**src/rtl/adc_sample_sched.sv**
```systemverilog
// Periodic ADC conversion scheduler: start pulses, 2^AVG_LOG2 sample averaging, valid/ready out.
// Define ADC_AVG_ROUND_EN for round-half-up averaging; default build floors the average.
module adc_sample_sched #(
   parameter int unsigned CANT_BITS = 13,
   parameter int unsigned PERIOD    = 5000,
   parameter int unsigned AVG_LOG2  = 2,
   parameter int unsigned TIMEOUT   = 1024
) (
   input  logic                        clk,
   input  logic                        rst,
   input  logic                        enable,
   output logic                        adc_start,
   input  logic                        adc_done,
   input  logic signed [CANT_BITS-1:0] adc_dato,
   output logic signed [CANT_BITS-1:0] sample_out,
   output logic                        sample_valid,
   input  logic                        sample_ready,
   output logic                        overrun,
   output logic                        timeout,
   input  logic                        clr_flags
);

   localparam int unsigned PerW  = $clog2(PERIOD);
   localparam int unsigned ToW   = $clog2(TIMEOUT + 1);
   localparam int unsigned AccW  = CANT_BITS + AVG_LOG2;
   localparam int unsigned SumW  = AccW + 1;
   localparam int unsigned CntW  = AVG_LOG2 + 1;
   localparam int unsigned NSamp = 2 ** AVG_LOG2;
`ifdef ADC_AVG_ROUND_EN
   localparam int unsigned RndAdd = NSamp / 2;
`else
   localparam int unsigned RndAdd = 0;
`endif

   typedef enum logic [1:0] {StIdle, StStart, StWaitDone, StWaitTick} state_e;

   state_e                      state_q, state_d;
   logic [PerW-1:0]             per_q, per_d;
   logic [ToW-1:0]              to_q, to_d;
   logic signed [AccW-1:0]      acc_q, acc_d;
   logic [CntW-1:0]             cnt_q, cnt_d;
   logic signed [CANT_BITS-1:0] sample_q, sample_d;
   logic                        valid_q, valid_d;
   logic                        ovr_q, ovr_d;
   logic                        tmo_q, tmo_d;
   logic                        start_q;
   logic                        load, to_evt;
   logic signed [SumW-1:0]      sum_ext;
   logic signed [CANT_BITS-1:0] avg;

   // One spare bit so the rounding offset cannot overflow the full sum.
   assign sum_ext = SumW'(acc_q) + SumW'(adc_dato);
   assign avg     = CANT_BITS'((sum_ext + $signed(SumW'(RndAdd))) >>> AVG_LOG2);

   always_comb begin
      state_d = state_q;
      per_d   = per_q;
      to_d    = to_q;
      acc_d   = acc_q;
      cnt_d   = cnt_q;
      load    = 1'b0;
      to_evt  = 1'b0;
      if (state_q != StIdle) begin
         per_d = (per_q == PerW'(PERIOD - 1)) ? '0 : per_q + 1'b1;
      end
      unique case (state_q)
         StIdle: begin
            per_d = '0;
            if (enable) state_d = StStart;
         end
         StStart: begin
            to_d    = ToW'(1);
            state_d = StWaitDone;
         end
         StWaitDone: begin
            if (adc_done) begin
               to_d    = '0;
               state_d = StWaitTick;
               if (cnt_q == CntW'(NSamp - 1)) begin
                  load  = 1'b1;
                  acc_d = '0;
                  cnt_d = '0;
               end else begin
                  acc_d = AccW'(sum_ext);
                  cnt_d = cnt_q + 1'b1;
               end
            end else if (to_q == ToW'(TIMEOUT - 1)) begin
               to_evt  = 1'b1;
               to_d    = '0;
               acc_d   = '0;
               cnt_d   = '0;
               state_d = StWaitTick;
            end else begin
               to_d = to_q + 1'b1;
            end
         end
         StWaitTick: begin
            if (per_q == PerW'(PERIOD - 1)) state_d = StStart;
         end
         default: state_d = StIdle;
      endcase
      // Dropping enable abandons any conversion and partial average.
      if (!enable && state_q != StIdle) begin
         state_d = StIdle;
         per_d   = '0;
         to_d    = '0;
         acc_d   = '0;
         cnt_d   = '0;
         load    = 1'b0;
         to_evt  = 1'b0;
      end
   end

   always_comb begin
      sample_d = sample_q;
      valid_d  = valid_q;
      ovr_d    = ovr_q;
      tmo_d    = tmo_q;
      if (valid_q && sample_ready) valid_d = 1'b0;
      if (clr_flags) begin
         ovr_d = 1'b0;
         tmo_d = 1'b0;
      end
      if (load) begin
         sample_d = avg;
         valid_d  = 1'b1;
         if (valid_q && !sample_ready) ovr_d = 1'b1;
      end
      if (to_evt) tmo_d = 1'b1;
   end

   always_ff @(posedge clk or posedge rst) begin
      if (rst) begin
         state_q  <= StIdle;
         per_q    <= '0;
         to_q     <= '0;
         acc_q    <= '0;
         cnt_q    <= '0;
         sample_q <= '0;
         valid_q  <= 1'b0;
         ovr_q    <= 1'b0;
         tmo_q    <= 1'b0;
         start_q  <= 1'b0;
      end else begin
         state_q  <= state_d;
         per_q    <= per_d;
         to_q     <= to_d;
         acc_q    <= acc_d;
         cnt_q    <= cnt_d;
         sample_q <= sample_d;
         valid_q  <= valid_d;
         ovr_q    <= ovr_d;
         tmo_q    <= tmo_d;
         start_q  <= (state_d == StStart);
      end
   end

   assign adc_start    = start_q;
   assign sample_out   = sample_q;
   assign sample_valid = valid_q;
   assign overrun      = ovr_q;
   assign timeout      = tmo_q;

endmodule

```
**config.mk**
```make
export PLATFORM = sky130hd
export DESIGN_NAME = adc_sample_sched
export DESIGN_NICKNAME = d
export VERILOG_FILES = /design/src/rtl/adc_sample_sched.sv
export SDC_FILE = /design/constraint.sdc
export NUM_CORES = 1
export LEC_CHECK = 0
export ABC_AREA = 1
export CORE_ASPECT_RATIO = 1.2
export CORE_MARGIN = 3
export CORE_UTILIZATION = 64
export DETAILED_ROUTE_END_ITERATION = 10
export DONT_BUFFER_PORTS = 1
export PLACE_DENSITY = 0.8
export SLEW_MARGIN = 20
export SYNTH_ARGS = -nofsm -noshare
export SYNTH_HDL_FRONTEND = slang
export SYNTH_SLANG_ARGS = --single-unit
```
**constraint.sdc**
```tcl
create_clock -name clk -period 2.7 [get_ports clk]
set_input_delay 0.675 -clock clk [delete_from_list [all_inputs] [get_ports clk]]
set_output_delay 0.675 -clock clk [all_outputs]
set_load 0.02 [all_outputs]
```
Word-level counts from Yosys, hierarchy flattened
Cells that the tools add are included.

Input bits: 19. Flip-flop bits (word level): 61. Word-level logic and storage cells: 74.

Reductions and logical operators: 14. Mux-type cells: 39. $add $sub $neg: 4. Eq/ne operators: 7.

Operators with widths (number): 2-to-1 mux 15 bit (5); 2-to-1 mux 13 bit (4); 2-to-1 mux 11 bit (3); case mux 11 bit (2 select lines) (1); adder 15 x 13 -> 15 bit (1); 2-to-1 mux 1 bit (15); 2-to-1 mux 3 bit (5); adder 13 x 1 -> 13 bit (second input constant) (1); == test 13 bit (second input constant) (1); adder 11 x 1 -> 11 bit (second input constant) (1); == test 11 x 10 -> 1 bit (second input constant) (1); 2-to-1 mux 2 bit (5); nonzero test 3 bit (3); case mux 2 bit (4 select lines) (1); nonzero test 2 bit (4); == test 2 x 1 -> 1 bit (second input constant) (2); == test 2 bit (second input constant) (2); adder 3 x 1 -> 3 bit (second input constant) (1); == test 3 x 2 -> 1 bit (second input constant) (1); logical AND 1 bit (3); zero test 1 bit (2); zero test 2 bit (1); AND reduction 2 bit (1).

Depth between registers and ports, before layout
Word-level depth: 6. Mapped depth: 11. Depth with buffers taken out: 11.

Least setup slack after synthesis
Ideal clock, no wire load.

Path kind: input -> register. Start point: in adc_dato[0]. End point: reg acc_q[6]. Setup time: 0.116 ns. Arrival time: 1.924 ns. Slack: 0.660 ns. Required time: 2.584 ns. Stages: 9. Path buffers: 0. Cell sequence: ha_1 -> fa_1 -> nand2_1 -> nand2_1 -> nand3_1 -> nand2_1 -> or2_2 -> nand3_1 -> nand2_1.

Longest elaborated chain between the ends: 5.

Ends and longest elaborated chain: start: declaration (line 14) `input logic signed [CANT_BITS-1:0] adc_dato,`; adder 15 x 13 -> 15 bit (line 52) `assign sum_ext = SumW'(acc_q) + SumW'(adc_dato);`; 2-to-1 mux 15 bit (line 79) `if (cnt_q == CntW'(NSamp - 1)) begin`; 2-to-1 mux 15 bit (line 76) `if (adc_done) begin`; 2-to-1 mux 15 bit (line 66) `unique case (state_q)`; 2-to-1 mux 15 bit (line 103) `if (!enable && state_q != StIdle) begin`; end signal: assignment (line 137) `acc_q <= '0;`; end signal: assignment (line 148) `acc_q <= acc_d;`; end: declaration (line 40) `logic signed [AccW-1:0] acc_q, acc_d;`.

Every way passes these cells. The select of a mux whose other input is x is not followed. A chain may end at the register's enable or synchronous reset.

Final worst setup path
Start point: reg acc_q[0]. End point: reg sample_q[4], in the netlist sample_out[4].

Longest elaborated chain between the ends: 1.

Ends and longest elaborated chain: adder 15 x 13 -> 15 bit (line 52); end signal: assignment (line 150) `sample_q <= sample_d;`; end: declaration (line 42) `logic signed [CANT_BITS-1:0] sample_q, sample_d;`.

Every way passes these cells.

==> results by group <==
Place
  – Placed Area: about 3700 um^2
  – Post-Place Setup Slack: approximately 540 ps
  – Placer congestion estimate: just over 0.9
  – Port bufs: 0
  – DP Wirelength: about 5.7 mm

Timing
  – Setup TNS: 0 ps
  – Worst-margin pin slew: slightly above 700 ps
  – Crit share post-route: between 60 and 70%
  – Slew headroom: a little over half
  – RSZ-0062 raised after global routing: false
  – Max Freq: ~540 MHz
  – Hold WS: about 320 ps
  – Setup Skew: between 5 and 6 ps
  – Final Hold Vio Count: 0
  – Count of pins over their slew limit: 0
  – Endpoints failing setup: 0
  – Fin crit period: between 1500 and 2000 ps
  – Setup ws final: between 800 and 900 ps

Worst setup path
  – Critical Path RT: a little under 3000 ps
  – CP max stage cell: fa_1
  – CP endpoint kind: register
  – Largest stage delay on the critical path: approximately 420 ps
  – Critical Path AT: 2100 ps
  – CP Launch Type: register
  – Most common cell on crit path: nand2_1
  – Critical path peak fanout: 4
  – WP buf/inv: 0
  – Crit path cell chain: ha_1, fa_1, nand2_1, nand2_1, nand3_1, nand2_1, or2_2, nand3_1, nand2_1
  – CP top delay family: simple AND/OR/NAND/NOR gates
  – Crit path kind: register to register

Drt
  – DR top layer: met4
  – Post-DR wirelength/cell: around 14 um
  – Via/cell ratio: between 5 and 6
  – DRC Markers: 0
  – M1 WL: approximately 3.2 mm
  – Drt total wl: around 7.7 mm
  – Met3 wire length: between 300 and 400 um
  – Vias: slightly above 3000
  – Pre-antenna DRT Iters: 4
  – Met2 wire len: approximately 3.9 mm
  – Detail Route Antenna Nets: 0
  – Initial DRC Count: roughly 150

CTS
  – Clk buf depth: 2
  – H-tree depth: 3
  – Clk Latency, worst-skew pair: 340 ps
  – Clock Root Buffer: clkbuf_8
  – CTS tree: built
  – Clock tree sinks: 61
  – Postcts setup bufs: 0
  – CTS buffer count: 9
  – PostCTS Resize Cnt: 0
  – Number of hold buffers added after CTS: 0
  – Clk slew on worst S/H paths: 60 ps

Synthesis
  – Area share of the largest cell type after synthesis: about two fifths
  – Leading area contributor after synthesis: dfrtp_1
  – Synth Cell Area: approximately 3700 um^2
  – Gate Count Post-Synth: approximately 500
  – Avg Cell Area, Syn: 7.354 um^2
  – Yosys reg bits: a little over 60
  – Mapped Nets: 536
  – Top cells by area, synth: dfrtp_1, nand2_1, inv_1, nand3_1, ha_1
  – YS warnings: 0
  – FFs w/ async S/R, synth: 100.0%
  – Seq/Total Area, Yosys: between 40% and 50%
  – Top_reg_cell synth: dfrtp_1
  – Netlist cell types: 39
  – Post-synth EDFFs: 0

Power
  – Leakage: 2.140 nW
  – Maximum VDD drop: about 0.38 mV
  – Sw Pwr: ~0.00078 W
  – Clock share of power: between 30% and 40%
  – Pwr/cell area: 607.5 nW/um^2
  – Reg power frac: between 40% and 50%
  – Net switching share of the total power: between 30% and 40%
  – Pint: 0.001590 W
  – Comb pwr share: ~22%

Cells and area
  – N_diodes: 0
  – Number of fill cells: 422
  – Design area: 3901 um^2
  – Layout cell share with drive strength beyond 1: between 7 and 8%
  – Final nets: between 500 and 600
  – Layout area overhead: 6.307%

Floorplanning
  – Die width: 75.13 um
  – I/O pin count: 36
  – Starting density of the core: about two thirds
  – Die area: about 6700 um^2
  – Row Count: 29
  – DIE HEIGHT: around 89 um
  – Total core area: about 5400 um^2

Flow run
  – Maxcap violations: 0

Global route
  – Initial antenna violation count: 0
  – Vias in the first global route: roughly 3100
  – First-pass GRT wire length: approximately 13 mm
  – Gr ovfl total: 0
  – Largest net degree at the start of global routing: 33
  – GRT Total Usage: between 20 and 30%

Status
  – Run status: completed

Min path
  – Hold Crit Class: input pin to asynchronous set/reset pin
## power groups by stage
stage | Clock [W] | Combinational (W) | Sequential (W)
floorplan | 0 | 0.000419 | 0.00108
global placement | 0 | 0.000492 | 0.00109
detailed placement | 0 | 0.000509 | 0.00110
CTS | 0.000792 | 0.000513 | 0.00108
global route | 0.000829 | 0.000595 | 0.00109
finish | 0.000776 | 0.000515 | 0.00108
## final timing paths
kind                                              end  slack, ps                 start  cells after the start
max                         sample_out[4]$_DFFE_PP0P_        830  acc_q[0]$_DFFE_PP0P_                      9
min                         sample_out[0]$_DFFE_PP0P_        320                   rst                      1
max reg2reg                 sample_out[4]$_DFFE_PP0P_        830  acc_q[0]$_DFFE_PP0P_                      9
min reg2reg                      per_q[0]$_DFFE_PP0P_        460  per_q[0]$_DFFE_PP0P_                      1
max in group asynchronous  sample_out[11]$_DFFE_PP0P_       1780                   rst                      2
min in group clk                  timeout$_DFFE_PP0P_        420             clr_flags                      1
## routing by layer
layer | vias to the layer above | global-route usage (%)
met2 | 73 | 44.29
li1 | 1584 | -
met1 | 1427 | 29.91
met5 | - | 0
met4 | 0 | 14.89
met3 | 26 | 4.949
## flip-flops by register name (all words and copies together), names as in the netlist
signal	flops
state_q	2
per_q	13
cnt_q	3
sample_valid	1
overrun	1
to_q	11
adc_start	1
sample_out	13
acc_q	15
timeout	1
## layout by cell type, fill, tap and decap left out, types with 3 or more instances in the layout
master | netlist | layout
inv_1 | 66 | 65
nand2_1 | 175 | 175
ha_1 | 17 | 17
nand4_1 | 3 | 3
o21ai_1 | 3 | 3
clkbuf_8 | 0 | 9
o22ai_1 | 3 | 3
dfrtp_1 | 61 | 61
and2_1 | 3 | 3
nor2_1 | 40 | 40
nor3_1 | 13 | 13
inv_2 | 7 | 8
clkinv_2 | 0 | 3
xor2_1 | 8 | 8
nand3_1 | 48 | 48
a31oi_1 | 3 | 3
a21oi_1 | 13 | 13
## through the flow
step | util, % | power (W) | std cells
final | 72.16 | 0.002370 | 570
after global routing | 72.16 | 0.002512 | 570
after CTS | 72.16 | 0.002384 | 570
after detailed placement | 68.83 | 0.001604 | 555
after global placement | 68.83 | 0.001584 | 555
after floorplan | - | 0.001496 | 499
## final cells by class
class	instances	area (um^2)	area share (%)
Clock buffer	10	127.6	3.271
Clock inverter	5	52.55	1.347
Inverter	74	280.3	7.184
Multi-Input combinational cell	357	1817	46.57
Sequential cell	61	1526	39.13
Tap cell	62	77.57	1.988
Timing Repair Buffer	1	20.02	0.5131
## synthesized netlist by cell type, types with 2 or more instances
master     n
and2_1     3
o22ai_1    3
a31oi_1    3
and3_1     2
nand2_2    2
inv_2      7
ha_1      17
or2_0      2
nor3_2     2
nor2_8     2
o21ai_1    3
xor2_1     8
or2_1      2
nor4_1     2
nand2_1  175
nor3_1    13
inv_1     66
buf_2      4
buf_6      2
xnor2_1    2
a21oi_1   13
dfrtp_1   61
nand4_1    3
nand3_1   48
nor2_1    40
## cell families (layout without fill, tap and decap cells)
logic type | count (synthesis) | in the layout | synth area share (%)
AOI/OAI and AO/OA | 27 | 27 | 4.398
xor gates and xnor gates | 10 | 10 | 2.387
adders and majority gates | 18 | 18 | 6.342
buffers and inverters | 81 | 90 | 8.899
DFF | 61 | 61 | 41.60
and+or+nand+nor | 302 | 302 | 36.38
Power figures use the tool's default switching activity.
